==> src/rtl/cpu_pkg.sv <==
// rtl/cpu_pkg.sv - shared pipeline types and constants for the MIPS core
package cpu_pkg;

    localparam int          DATA_W           = 32;
    localparam logic [31:0] NOP_INSTR        = 32'h0000_0000;
    localparam logic [31:0] PC_RESET_DEFAULT = 32'h0040_0000;

    typedef enum logic [1:0] {
        S_REQ  = 2'd0,
        S_WAIT = 2'd1,
        S_HOLD = 2'd2
    } fetch_state_t;

endpackage

==> src/rtl/if_id_reg.sv <==
// rtl/if_id_reg.sv - pipeline register with flush > keep > load > bubble priority
module if_id_reg
    import cpu_pkg::*;
#(
    parameter int W = DATA_W
) (
    input  logic         i_clk,
    input  logic         i_rst,
    input  logic         i_flush,
    input  logic         i_keep,
    input  logic         i_load,
    input  logic [W-1:0] i_instr,
    input  logic [W-1:0] i_pc_plus4,
    output logic [W-1:0] o_instr,
    output logic [W-1:0] o_pc_plus4,
    output logic         o_valid
);

    // Squash, hold, capture or insert a bubble, in that priority.
    always_ff @(posedge i_clk) begin
        if (i_rst || i_flush) begin
            o_instr    <= W'(NOP_INSTR);
            o_pc_plus4 <= '0;
            o_valid    <= 1'b0;
        end else if (i_keep) begin
            o_instr    <= o_instr;
            o_pc_plus4 <= o_pc_plus4;
            o_valid    <= o_valid;
        end else if (i_load) begin
            o_instr    <= i_instr;
            o_pc_plus4 <= i_pc_plus4;
            o_valid    <= 1'b1;
        end else begin
            // A bubble keeps the stale pc_plus4; ID ignores it when valid is low.
            o_instr    <= W'(NOP_INSTR);
            o_valid    <= 1'b0;
        end
    end

endmodule

==> src/rtl/fetch_stage.sv <==
// rtl/fetch_stage.sv - IF stage: PC, imem fetch FSM, hold buffer, IF/ID; FETCH_PERF_EN adds bubble/discard counters
module fetch_stage
    import cpu_pkg::*;
#(
    parameter logic [31:0] PC_RESET = PC_RESET_DEFAULT,
    parameter int          DATA_W   = cpu_pkg::DATA_W
) (
    input  logic              i_clk,
    input  logic              i_rst,
    input  logic              i_pc_keep,
    input  logic              i_IF_ID_keep,
    input  logic              i_IF_ID_flush,
    input  logic              i_redirect,
    input  logic [DATA_W-1:0] i_redirect_pc,
    output logic              o_imem_req,
    output logic [DATA_W-1:0] o_imem_addr,
    input  logic              i_imem_ready,
    input  logic              i_imem_rvalid,
    input  logic [DATA_W-1:0] i_imem_rdata,
    output logic [DATA_W-1:0] o_IF_ID_instr,
    output logic [DATA_W-1:0] o_IF_ID_pc_plus4,
    output logic              o_IF_ID_valid,
`ifdef FETCH_PERF_EN
    output logic [31:0]       o_bubble_cnt,
    output logic [31:0]       o_discard_cnt,
`endif
    output logic              o_fetch_busy
);

    fetch_state_t      state, state_next;
    logic              discard, discard_next;
    logic [DATA_W-1:0] pc;
    logic [DATA_W-1:0] pc_plus4;
    logic [DATA_W-1:0] hold_instr;
    logic [DATA_W-1:0] hold_pc_plus4;
    logic              direct_load;
    logic              hold_capture;
    logic              hold_load;
    logic              if_load;
    logic [DATA_W-1:0] load_instr;
    logic [DATA_W-1:0] load_pc_plus4;

    assign pc_plus4 = pc + DATA_W'(4);

    // Next-state, discard tracking and per-cycle fetch events.
    always_comb begin
        state_next   = state;
        discard_next = discard;
        direct_load  = 1'b0;
        hold_capture = 1'b0;
        hold_load    = 1'b0;
        case (state)
            S_REQ: begin
                if (i_imem_ready) begin
                    state_next = S_WAIT;
                    // Accepted request belongs to the old PC; its reply must be dropped.
                    if (i_redirect) discard_next = 1'b1;
                end
            end
            S_WAIT: begin
                if (i_imem_rvalid) begin
                    if (discard || i_redirect) begin
                        discard_next = 1'b0;
                        state_next   = S_REQ;
                    end else if (!i_IF_ID_keep && !i_IF_ID_flush) begin
                        direct_load = 1'b1;
                        state_next  = S_REQ;
                    end else begin
                        // IF/ID cannot take the word now; park it instead of losing it.
                        hold_capture = 1'b1;
                        state_next   = S_HOLD;
                    end
                end else if (i_redirect) begin
                    discard_next = 1'b1;
                end
            end
            S_HOLD: begin
                if (i_redirect) begin
                    state_next = S_REQ;
                end else if (!i_IF_ID_keep && !i_IF_ID_flush) begin
                    hold_load  = 1'b1;
                    state_next = S_REQ;
                end
            end
            default: state_next = S_REQ;
        endcase
    end

    // State and discard flag registers.
    always_ff @(posedge i_clk) begin
        if (i_rst) begin
            state   <= S_REQ;
            discard <= 1'b0;
        end else begin
            state   <= state_next;
            discard <= discard_next;
        end
    end

    assign if_load = direct_load | hold_load;

    // PC: redirect beats advance; advance only when a word actually enters IF/ID.
    always_ff @(posedge i_clk) begin
        if (i_rst) begin
            pc <= PC_RESET;
        end else if (i_redirect) begin
            pc <= i_redirect_pc;
        end else if (if_load && !i_pc_keep) begin
            pc <= pc_plus4;
        end
    end

    // Hold buffer captures the returned word with its PC+4 while IF/ID is held.
    always_ff @(posedge i_clk) begin
        if (i_rst) begin
            hold_instr    <= '0;
            hold_pc_plus4 <= '0;
        end else if (hold_capture) begin
            hold_instr    <= i_imem_rdata;
            hold_pc_plus4 <= pc_plus4;
        end
    end

    assign load_instr    = hold_load ? hold_instr    : i_imem_rdata;
    assign load_pc_plus4 = hold_load ? hold_pc_plus4 : pc_plus4;

    if_id_reg #(.W(DATA_W)) u_if_id (
        .i_clk      (i_clk),
        .i_rst      (i_rst),
        .i_flush    (i_IF_ID_flush),
        .i_keep     (i_IF_ID_keep),
        .i_load     (if_load),
        .i_instr    (load_instr),
        .i_pc_plus4 (load_pc_plus4),
        .o_instr    (o_IF_ID_instr),
        .o_pc_plus4 (o_IF_ID_pc_plus4),
        .o_valid    (o_IF_ID_valid)
    );

    assign o_imem_req   = (state == S_REQ);
    assign o_imem_addr  = pc;
    assign o_fetch_busy = (state == S_WAIT) || (state == S_HOLD);

`ifdef FETCH_PERF_EN
    logic bubble;
    logic drop_rsp;

    assign bubble   = !i_IF_ID_flush && !i_IF_ID_keep && !if_load;
    assign drop_rsp = (state == S_WAIT) && i_imem_rvalid && (discard || i_redirect);

    // Saturating bubble and dropped-response counters.
    always_ff @(posedge i_clk) begin
        if (i_rst) begin
            o_bubble_cnt  <= '0;
            o_discard_cnt <= '0;
        end else begin
            if (bubble && (o_bubble_cnt != 32'hFFFF_FFFF))
                o_bubble_cnt <= o_bubble_cnt + 32'd1;
            if (drop_rsp && (o_discard_cnt != 32'hFFFF_FFFF))
                o_discard_cnt <= o_discard_cnt + 32'd1;
        end
    end
`endif

endmodule

==> config.mk <==
export PLATFORM = sky130hd
export DESIGN_NAME = fetch_stage
export DESIGN_NICKNAME = d
export VERILOG_FILES = /design/src/rtl/cpu_pkg.sv /design/src/rtl/if_id_reg.sv /design/src/rtl/fetch_stage.sv
export SDC_FILE = /design/constraint.sdc
export NUM_CORES = 1
export LEC_CHECK = 0
export BUFFER_PORTS_ARGS = -buffer_cell sky130_fd_sc_hd__buf_4
export CORE_MARGIN = 4
export CORE_UTILIZATION = 35
export CTS_CLUSTER_SIZE = 25
export DETAILED_ROUTE_END_ITERATION = 16
export GPL_TIMING_DRIVEN = 0
export HOLD_SLACK_MARGIN = 0.15
export MAX_ROUTING_LAYER = met4
export PLACE_DENSITY = 0.63
export REMOVE_ABC_BUFFERS = 1
export SYNTH_ARGS = -nofsm -noshare
export SYNTH_HDL_FRONTEND = slang
export SYNTH_HIERARCHICAL = 1
export SYNTH_SLANG_ARGS = --single-unit
==> constraint.sdc <==
create_clock -name i_clk -period 2.2 [get_ports i_clk]
set_input_delay 0 -clock i_clk [delete_from_list [all_inputs] [get_ports i_clk]]
set_output_delay 0 -clock i_clk [all_outputs]
set_load 0.05 [all_outputs]
; ---- Word-level counts from Yosys, hierarchy flattened
; Cells that the tools add are included.
[totals]
elab_cells = 59
regBits = 164
out_inout_bits = 99
inputBits = 72
[classes]
addsub = 1
n_eq_ne = 6
n_reduce_logical = 14
muxes = 28
bitwise = 2
[ops]
columns = operator, n
row1 = $mux W32, 5
row2 = $add A32 B3 Y32 const B, 1
row3 = $mux W1, 15
row4 = $mux W2, 6
row5 = $ne A3 B3 Y1 const B, 2
row6 = $pmux W2 S3, 1
row7 = $reduce_and A3 Y1, 2
row8 = $reduce_bool A2 Y1, 2
row9 = $logic_not A1 Y1, 3
row10 = $logic_or A1 B1 Y1, 3
row11 = $eq A2 B1 Y1 const B, 1
row12 = $eq A2 B2 Y1 const B, 1
row13 = $logic_and A1 B1 Y1, 2
row14 = $logic_not A2 Y1, 1
row15 = $ne A2 B1 Y1 const B, 1
row16 = $ne A2 B2 Y1 const B, 1
row17 = $pmux W1 S2, 1
row18 = $reduce_and A2 Y1, 1
row19 = $not A1 Y1, 1
row20 = $or A1 B1 Y1, 1

; ---- Depth between registers and ports, before layout
; Gate-level depths: netlist (run 1).
[depth]
ltp_word = 10
depth_mapped = 10

; ---- Hierarchy
; The synthesis (run 1) kept the hierarchy.
[by_module_without_submodules]
columns = mod, area_per_inst_um2, instances, cells_per_inst, seq_area_each_um2
row1 = fetch_stage, 5300.1, 1, 664, 1981.9
row2 = if_id_reg, 2489.9, 1, 252, 1301.2

; ---- Worst setup path after synthesis (run 1)
; OpenSTA, ideal clock, no wires.
[synth_path]
path_type = reg2reg
start = register pc[2], in the netlist o_imem_addr[2]
end = register pc[20], in the netlist o_imem_addr[20]
n_path_buf = 0
synth_period_minus_slack_ps = 2364
setup_slack_ps = -164
setup_ps = 74
arrival_ps = 2290
stages_incl_launch_ff = 7
required_time_ps = 2126
cell_sequence = dfxtp_1 > ha_1 > nand3_1 > and4bb_1 > nand4_1 > or4_1 > a31oi_1
[synth_via]
elab_chain_len = 3
[synth_lines]
columns = item, line
row1 = from (decl), fetch_stage.sv:32  ; logic [DATA_W-1:0] pc;
row2 = from (signal assigned), fetch_stage.sv:107  ; pc <= i_redirect_pc;
row3 = from (signal assigned), fetch_stage.sv:109  ; pc <= pc_plus4;
row4 = $add A32 B3 Y32, fetch_stage.sv:43  ; assign pc_plus4 = pc + DATA_W'(4);
row5 = $mux W32, fetch_stage.sv:108  ; end else if (if_load && !i_pc_keep) begin
row6 = $mux W32, fetch_stage.sv:106  ; end else if (i_redirect) begin
; No other way between the ends. The select of a mux whose other input is x is not followed.
; A chain may end at the register's enable or synchronous reset.

; ---- Worst setup path in the final report (run 1)
; Same ends and word-level chain as after synthesis.

==> results.tsv, run 1 <==
stage	metric	value	unit
cells_and_area	ant diodes	0	
timing	clock skew	0.00903	ns
critical_path	CP Buf/Inv Count	0	
global_route	M2 GR Usage	32.1	%
critical_path	critical path, cell by cell	ha_4 > nand3_1 > and4bb_2 > nand4_1 > or4_1 > a31oi_1	
global_route	overflow left after global routing	0	
floorplanning	io pins	171	
pwr	Tot Pwr	0.00708	W
timing	RSZ-0062 raised after global routing	true	
floorplanning	Die Span X	157	µm
synthesis	post-synthesis cell area	7790	µm²
cells_and_area	Layout area overhead	39.4	%
pwr	PwrDens	652	nW/µm²
synthesis	top cells by area, synth	dfxtp_1 (42%), nand2_1 (6.4%), nor2_1 (6.0%)	
synthesis	Netlist cell types	54	
critical_path	slowest CP cell	or4_1	
pwr	Worst IR Drop VDD	444	µV
critical_path	critical path depth	6	
synthesis	#FFs+latches synth	164	
outcome	status	completed	
floorplanning	FP Rows	54	
place	port buffer count	170	
place	hpwl dp	14600	µm
synthesis	dominant cell type by area after synthesis	dfxtp_1	
clock_tree	root buf cell	clkbuf_16	
timing	setup violators final	0	
drt	via/cell ratio	5.12	
global_route	M3 GR Usage	4.29	%
min_path	WHS Path Cells	3	
critical_path	Worst R2R Path Depth	6	
timing	slew margin rel.	20.3	%
global_route	initial antenna violation count	0	
min_path	hold endpoint	u_if_id/o_instr[23]	
drt	final wirelength	24900	µm
synthesis	fraction of registers with async set/reset	0	%
critical_path	terminus of the critical flop-to-flop path	o_imem_addr[20]	
drt	total iterations of the first detailed-routing run	7	
clock_tree	Reg clk slew, reported paths	0.07	ns
pwr	leakage	3.98	nW
global_route	largest net degree at the start of global routing	103	
drt	Avg WL per Cell	17.4	µm
critical_path	largest fanout on the critical path	7	
critical_path	crit end category	register	
critical_path	r2r setup slk	0.1	ns
critical_path	kind of critical path	register to register	
place	gpl congestion	0.775	
global_route	global-route wire length before repair	38600	µm
cells_and_area	nets	1214	
cells_and_area	finished layout cell area	10900	µm²
critical_path	Worst R2R Start	o_imem_addr[2]	
floorplanning	Core ar.	21900	µm²
global_route	vias in the first global route	7094	
timing	fin crit period	2.10	ns
critical_path	Arrival @ worst endpoint	2.44	ns
floorplanning	Initial Util	35.6	%
drt	DRC violations left	0	
synthesis	Syn Inst Count	916	
critical_path	Crit path max-delay family	simple AND/OR/NAND/NOR gates	
clock_tree	clk buf depth	2	
clock_tree	CTS H-tree lvls	4	
drt	via count	7316	
global_route	GRT met1 Usage	26.6	%
timing	Fmax	475	MHz
timing	Final Hold Viols	0	
timing	max-slew violations	0	
synthesis	share of the synthesized area in the top cell type	42.1	%
clock_tree	worst skew pair latency	0.42	ns
critical_path	Setup crit start kind	register	
synthesis	register area share after synthesis	42.1	%
synthesis	Synth Area per Inst	8.50	µm²
clock_tree	clock tree sinks	164	
synthesis	count of warnings emitted by yosys	6	
floorplanning	chip height	157	µm
run	max cap viols	0	
place	area post-placement	9160	µm²
critical_path	max incr delay on CP	0.50	ns
cells_and_area	layout cells sized above 1	31.6	%
timing	Worst-Margin Slew	1.20	ns
drt	initial DRC count	352	
drt	antenna viol nets, final	0	
clock_tree	CTS tree	built	
timing	fin crit share	95.6	%
min_path	worst hold path class	input port to register	
floorplanning	die area	24700	µm²
critical_path	Req. time, crit path	2.53	ns
global_route	gr usage total	20.3	%
synthesis	Post-synth EDFFs	0	
min_path	Hold Startpoint	i_IF_ID_keep	
global_route	Most Crowded Layer GR	met2	
clock_tree	CTS Buf Count	17	
synthesis	Main synth FF type	dfxtp_1	
## worst min-delay path, delay by kind of cell
kind            cells  cell delay [ns]
buf+inv             1             0.28
simple gates        1             0.05
compound gates      1             0.22
## what timing repair did
item                       in CTS  in global routing
hold buffers                   80                  0
hold endpoints to repair      114                  0
setup buffers                   8                  3
setup endpoints to repair     120                 93
pin swaps                       2                  5
cloned                          4                  2
gates resized for setup        21                 16
## cells in the mapped netlist (all sizes together) (3+ instances only)
| master | number |
|---|---|
| dfxtp | 164 |
| nand2 | 162 |
| nor2 | 125 |
| a21oi | 103 |
| clkbuf | 43 |
| a211oi | 41 |
| mux2 | 36 |
| xnor2 | 36 |
| a22oi | 32 |
| buf | 32 |
| nor3 | 15 |
| nand4 | 12 |
| nor4 | 12 |
| nand3 | 11 |
| xor2 | 11 |
| o21ai | 10 |
| a311oi | 7 |
| and4 | 7 |
| inv | 7 |
| and3 | 6 |
| or3 | 6 |
| ha | 5 |
| mux2i | 5 |
| o211ai | 4 |
| and2 | 3 |
| o21bai | 3 |
## sequential cells by signal, indices dropped and copies added (netlist names)
signal	cells
discard	1
hold_instr	32
hold_pc_plus4	32
o_imem_addr	32
state	2
u_if_id/o_instr	32
u_if_id/o_pc_plus4	32
u_if_id/o_valid	1
## how the worst max path moves through the flow
stage	slack [ns]	to	from
floorplan	-3.62	hold_pc_plus4[10]	state[1]
global placement	-6.95	hold_pc_plus4[19]	i_IF_ID_keep
detailed placement	-0.80	u_if_id/o_instr[1]	state[1]
CTS	0.02	u_if_id/o_instr[1]	state[1]
global route	-0.05	o_imem_addr[17]	state[1]
finish	0.1	o_imem_addr[20]	o_imem_addr[2]
## power by group
group / leakage (nW) / total [W] / switching, W / internal [W]
Combinational: 2.38 / 0.00102 / 0.000571 / 0.000449
Sequential: 1.33 / 0.00317 / 0.000108 / 0.00306
Clock: 0.263 / 0.00289 / 0.00132 / 0.00157
## layout make-up
| class | count | area [µm²] |
|---|---|---|
| clock buffer | 18 | 429 |
| clock inverter | 14 | 128 |
| fill | 2088 | 11000 |
| inverter | 7 | 26.3 |
| multi-input combinational | 674 | 4230 |
| sequential | 164 | 3290 |
| tap | 280 | 350 |
| timing repair buffer | 273 | 2390 |
## metal layers
metal  part of all wire [%]  vias to the layer above
met4                    1.9                        0
met5                      0                        -
li1                       -                     3629
met1                     45                     3437
met3                    5.6                       31
met2                     47                      219
## placed cells by master, fill, tap and decap left out, types with 6 or more instances in the layout
master	Yosys	final
nand2_1	133	133
a21oi_2	32	32
dfxtp_1	164	155
nand2_2	29	29
a311oi_1	7	7
xor2_1	11	11
o21ai_0	8	8
inv_1	6	6
buf_4	5	180
a21oi_1	71	71
buf_12	0	6
mux2_2	36	36
a22oi_1	32	32
a211oi_1	41	41
nor3_1	15	13
nor4_1	9	7
dfxtp_2	0	9
dlygate4sd3_1	0	80
nand3_1	10	9
xnor2_1	36	36
nand4_1	11	11
clkbuf_16	0	19
nor2_1	125	124
## cell families after synthesis
group	count (synthesis)	synth area share, %
buf+inv	82	5.81
simple gates	370	22.1
compound gates	207	18.0
fa+ha+maj	5	0.803
flops	164	42.1
xor+xnor	47	5.28
mux	41	5.85
## stage by stage
step	utilization [%]	hold WS, ns	instances	TNS [ns]	setup slack, ns
after floorplan	-	0.0691	841	-306.85	-3.62
after global placement	41.1	0.218	1291	-660.39	-6.95
after detailed placement	41.8	0.216	1301	-51.34	-0.800
after CTS	48.9	0.159	1425	0	0.0236
after global routing	49.6	0.190	1430	-0.473	-0.0459
final	49.6	0.187	1430	0	0.0959
Note: power is estimated with default switching activity, not from simulation.
==> inputs of run 2 (changes only) <==
SYNTH_HIERARCHICAL = default   (was 1)
==> run 2 against run 1 <==
Net effect:
- the run now ends with setup timing left
- register-to-register slack got worse by 0.11 ns
- final area decreased by 3.4%
- global-route usage increased by 1.3 points
- clock-buffer cell count increased by 1
- synthesized area decreased by 8.4%
- cell count decreased by 6.1%
- combinational power decreased by 3%
- critical path type unchanged
- highest routed layer unchanged
==> results.tsv, run 2 <==
stage	metric	value	unit	change
drt	via count	7340		was 7,316
synthesis	Synth Area per Inst	8.51	µm²	was 8.50 µm²
cells_and_area	layout cells sized above 1	25.0	%	was 31.6%
drt	via/cell ratio	5.47		was 5.12
run	max cap viols	0		unchanged
drt	total iterations of the first detailed-routing run	9		was 7
global_route	global-route wire length before repair	37600	µm	was 38,600 µm
place	hpwl dp	14800	µm	was 14,600 µm
clock_tree	root buf cell	clkbuf_16		unchanged
timing	clock skew	0.00895	ns	was 0.00903 ns
synthesis	dominant cell type by area after synthesis	dfxtp_1		unchanged
critical_path	kind of critical path	register to register		unchanged
timing	Fmax	452	MHz	was 475 MHz
pwr	Clk network pwr share	45.1	%	was 40.8%
synthesis	share of the synthesized area in the top cell type	46.0	%	was 42.1%
drt	initial DRC count	701		was 352
timing	Worst-Margin Slew	1.37	ns	was 1.20 ns
synthesis	#FFs+latches synth	164		unchanged
synthesis	Post-synth top cells	dfxtp_1 (164), nand2_1 (115), nor2_1 (102), a21oi_1 (74), clkbuf_1 (45)		was dfxtp_1 (164), nand2_1 (133), nor2_1 (125), a21oi_1 (71), clkbuf_1 (43)
pwr	sw frac	25.4	%	was 28.2%
global_route	largest net degree at the start of global routing	91		was 103
clock_tree	CTS H-tree lvls	4		unchanged
synthesis	fraction of registers with async set/reset	0	%	unchanged
clock_tree	CTS tree	built		unchanged
drt	antenna viol nets, final	0		unchanged
floorplanning	die area	22700	µm²	was 24,700 µm²
critical_path	largest fanout on the critical path	11		was 7
floorplanning	Initial Util	36.1	%	was 35.6%
timing	max-slew violations	0		unchanged
synthesis	Syn Inst Count	838		was 916
critical_path	Req. time, crit path	2.52	ns	was 2.53 ns
place	gpl congestion	0.811		was 0.775
synthesis	register area share after synthesis	46.0	%	was 42.1%
global_route	vias in the first global route	6976		was 7,094
pwr	Tot Pwr	0.00756	W	was 0.00708 W
cells_and_area	nets	1143		was 1,214
clock_tree	worst skew pair latency	0.42	ns	about the same
synthesis	post-synthesis cell area	7130	µm²	was 7790 µm²
timing	setup violators final	2		was 0
synthesis	count of warnings emitted by yosys	0		was 6
floorplanning	chip height	151	µm	was 157 µm
cells_and_area	most frequent cells in the layout	buf_4 (181), dfxtp_1 (162), nand2_1 (113), nor2_1 (101), dlygate4sd3_1 (82)		was buf_4 (180), dfxtp_1 (155), nand2_1 (133), nor2_1 (124), dlygate4sd3_1 (80)
min_path	worst hold path class	input port to register		unchanged
timing	Final Hold Viols	0		unchanged
pwr	sw power	0.00192	W	was 0.00200 W
critical_path	Setup crit start kind	register		unchanged
cells_and_area	Layout area overhead	47.0	%	was 39.4%
global_route	overflow left after global routing	0		unchanged
floorplanning	io pins	171		unchanged
floorplanning	Core ar.	19800	µm²	was 21,900 µm²
place	area post-placement	8600	µm²	was 9160 µm²
timing	fin crit period	2.21	ns	was 2.10 ns
outcome	status	finished with violations		was completed
floorplanning	FP Rows	51		was 54
clock_tree	CTS Buf Count	17		unchanged
synthesis	top cells by area, synth	dfxtp_1 (46%), nand2_1 (6.1%), nor2_1 (5.4%)		was dfxtp_1 (42%), nand2_1 (6.4%), nor2_1 (6.0%)
place	port buffer count	170		unchanged
synthesis	top-count cell post-synth	dfxtp_1		unchanged
pwr	sequential power share	41.8	%	was 44.8%
timing	Post-Route Setup TNS	-0.0240	ns	was 0 ns
synthesis	Netlist cell types	56		was 54
clock_tree	clk buf depth	2		unchanged
floorplanning	Die Span X	151	µm	was 157 µm
timing	RSZ-0062 raised after global routing	true		unchanged
critical_path	crit end category	register		unchanged
synthesis	Post-synth EDFFs	0		unchanged
global_route	gr usage total	21.7	%	was 20.3%
pwr	PwrDens	721	nW/µm²	was 652 nW/µm²
cells_and_area	ant diodes	0		unchanged
cells_and_area	commonest non-fill, non-tap cell in the layout	buf_4		unchanged
global_route	initial antenna violation count	0		unchanged
pwr	leakage	3.98	nW	about the same
cells_and_area	finished layout cell area	10500	µm²	was 10,900 µm²
place	pre-CTS setup slack	-2.52	ns	was -0.800 ns
drt	final wirelength	25100	µm	was 24,900 µm
timing	slew margin rel.	8.98	%	was 20.3%
outcome	failing checks	setup timing		
pwr	P_int	0.00564	W	was 0.00508 W
clock_tree	Reg clk slew, reported paths	0.06	ns	was 0.07 ns
drt	DRC violations left	0		unchanged
timing	final worst setup slack	-0.0127	ns	was 0.0959 ns
critical_path	Arrival @ worst endpoint	2.53	ns	was 2.44 ns
pwr	Worst IR Drop VDD	486	µV	was 444 µV
clock_tree	clock tree sinks	164		unchanged
pwr	Comb power frac	13.0	%	was 14.4%
drt	Avg WL per Cell	18.7	µm	was 17.4 µm
synthesis	Main synth FF type	dfxtp_1		unchanged
timing	fin crit share	101	%	was 95.6%
-- run 2: power by group through the flow --
stage / registers, W / clock network (W) / logic (W)
floorplan: 0.00334 / 0 / 0.000316
global placement: 0.00322 / 0 / 0.000775
detailed placement: 0.00322 / 0 / 0.000790
CTS: 0.00316 / 0.00346 / 0.000937
global route: 0.00318 / 0.00359 / 0.00106
finish: 0.00316 / 0.00341 / 0.000985
-- run 2: final cells by class --
type	instances	area, µm²
fill	1832	9300
multi-input combinational	596	3710
sequential	164	3290
timing repair buffer	278	2450
clock buffer	19	443
tap	265	332
clock inverter	12	228
inverter	9	33.8
-- run 2: repair_timing --
item | in CTS | in global routing
pin swaps | 6 | 7
hold buffers | 82 | 0
setup buffers | 9 | 4
gates resized for setup | 14 | 25
gates cloned | 1 | 3
hold endpoints to repair | 103 | 0
setup endpoints to repair | 144 | 111
-- run 2: per-stage QoR --
| step | util (%) | instances | hold slack [ns] |
|---|---|---|---|
| after CTS | 51.8 | 1336 | 0.174 |
| final | 53.0 | 1343 | 0.182 |
| after floorplan | - | 768 | 0.0646 |
| after global placement | 42.4 | 1203 | 0.215 |
| after detailed placement | 43.5 | 1213 | 0.221 |
| after global routing | 53.0 | 1343 | 0.232 |
-- run 2: kinds of logic (layout without fill, tap and decap cells) --
| logic type | after synthesis | in the layout | synth area share (%) |
|---|---|---|---|
| simple gates | 319 | 320 | 20.8 |
| compound gates | 234 | 234 | 22.3 |
| flops | 164 | 164 | 46.0 |
| buf+inv | 79 | 318 | 5.33 |
| xor+xnor | 32 | 32 | 3.93 |
| fa+ha+maj | 5 | 5 | 0.877 |
| mux | 5 | 5 | 0.719 |
-- run 2: worst max-delay path: stages (launching register included) --
cell	delay (ns)
dfxtp_1	0.53
ha_1	0.41
and2_2	0.38
nand3_1	0.17
or3_1	0.36
a311oi_1	0.26
-- run 2: final timing paths --
check            startpoint              end  slack [ns]  cells after the start
max          o_imem_addr[2]  o_imem_addr[10]       -0.01                      5
min reg2reg  hold_instr[23]   hold_instr[23]        0.45                      2
min                   i_rst         state[0]        0.18                      2
max reg2reg  o_imem_addr[2]  o_imem_addr[10]       -0.01                      5
-- run 2: routing by layer --
metal,GRT usage (%),part of all wire (%),up-vias
li1,-,-,3518
met1,27.9,44,3461
met2,33.8,46,324
met3,4.97,8.5,37
met4,7.12,2.0,0
met5,-,0,-
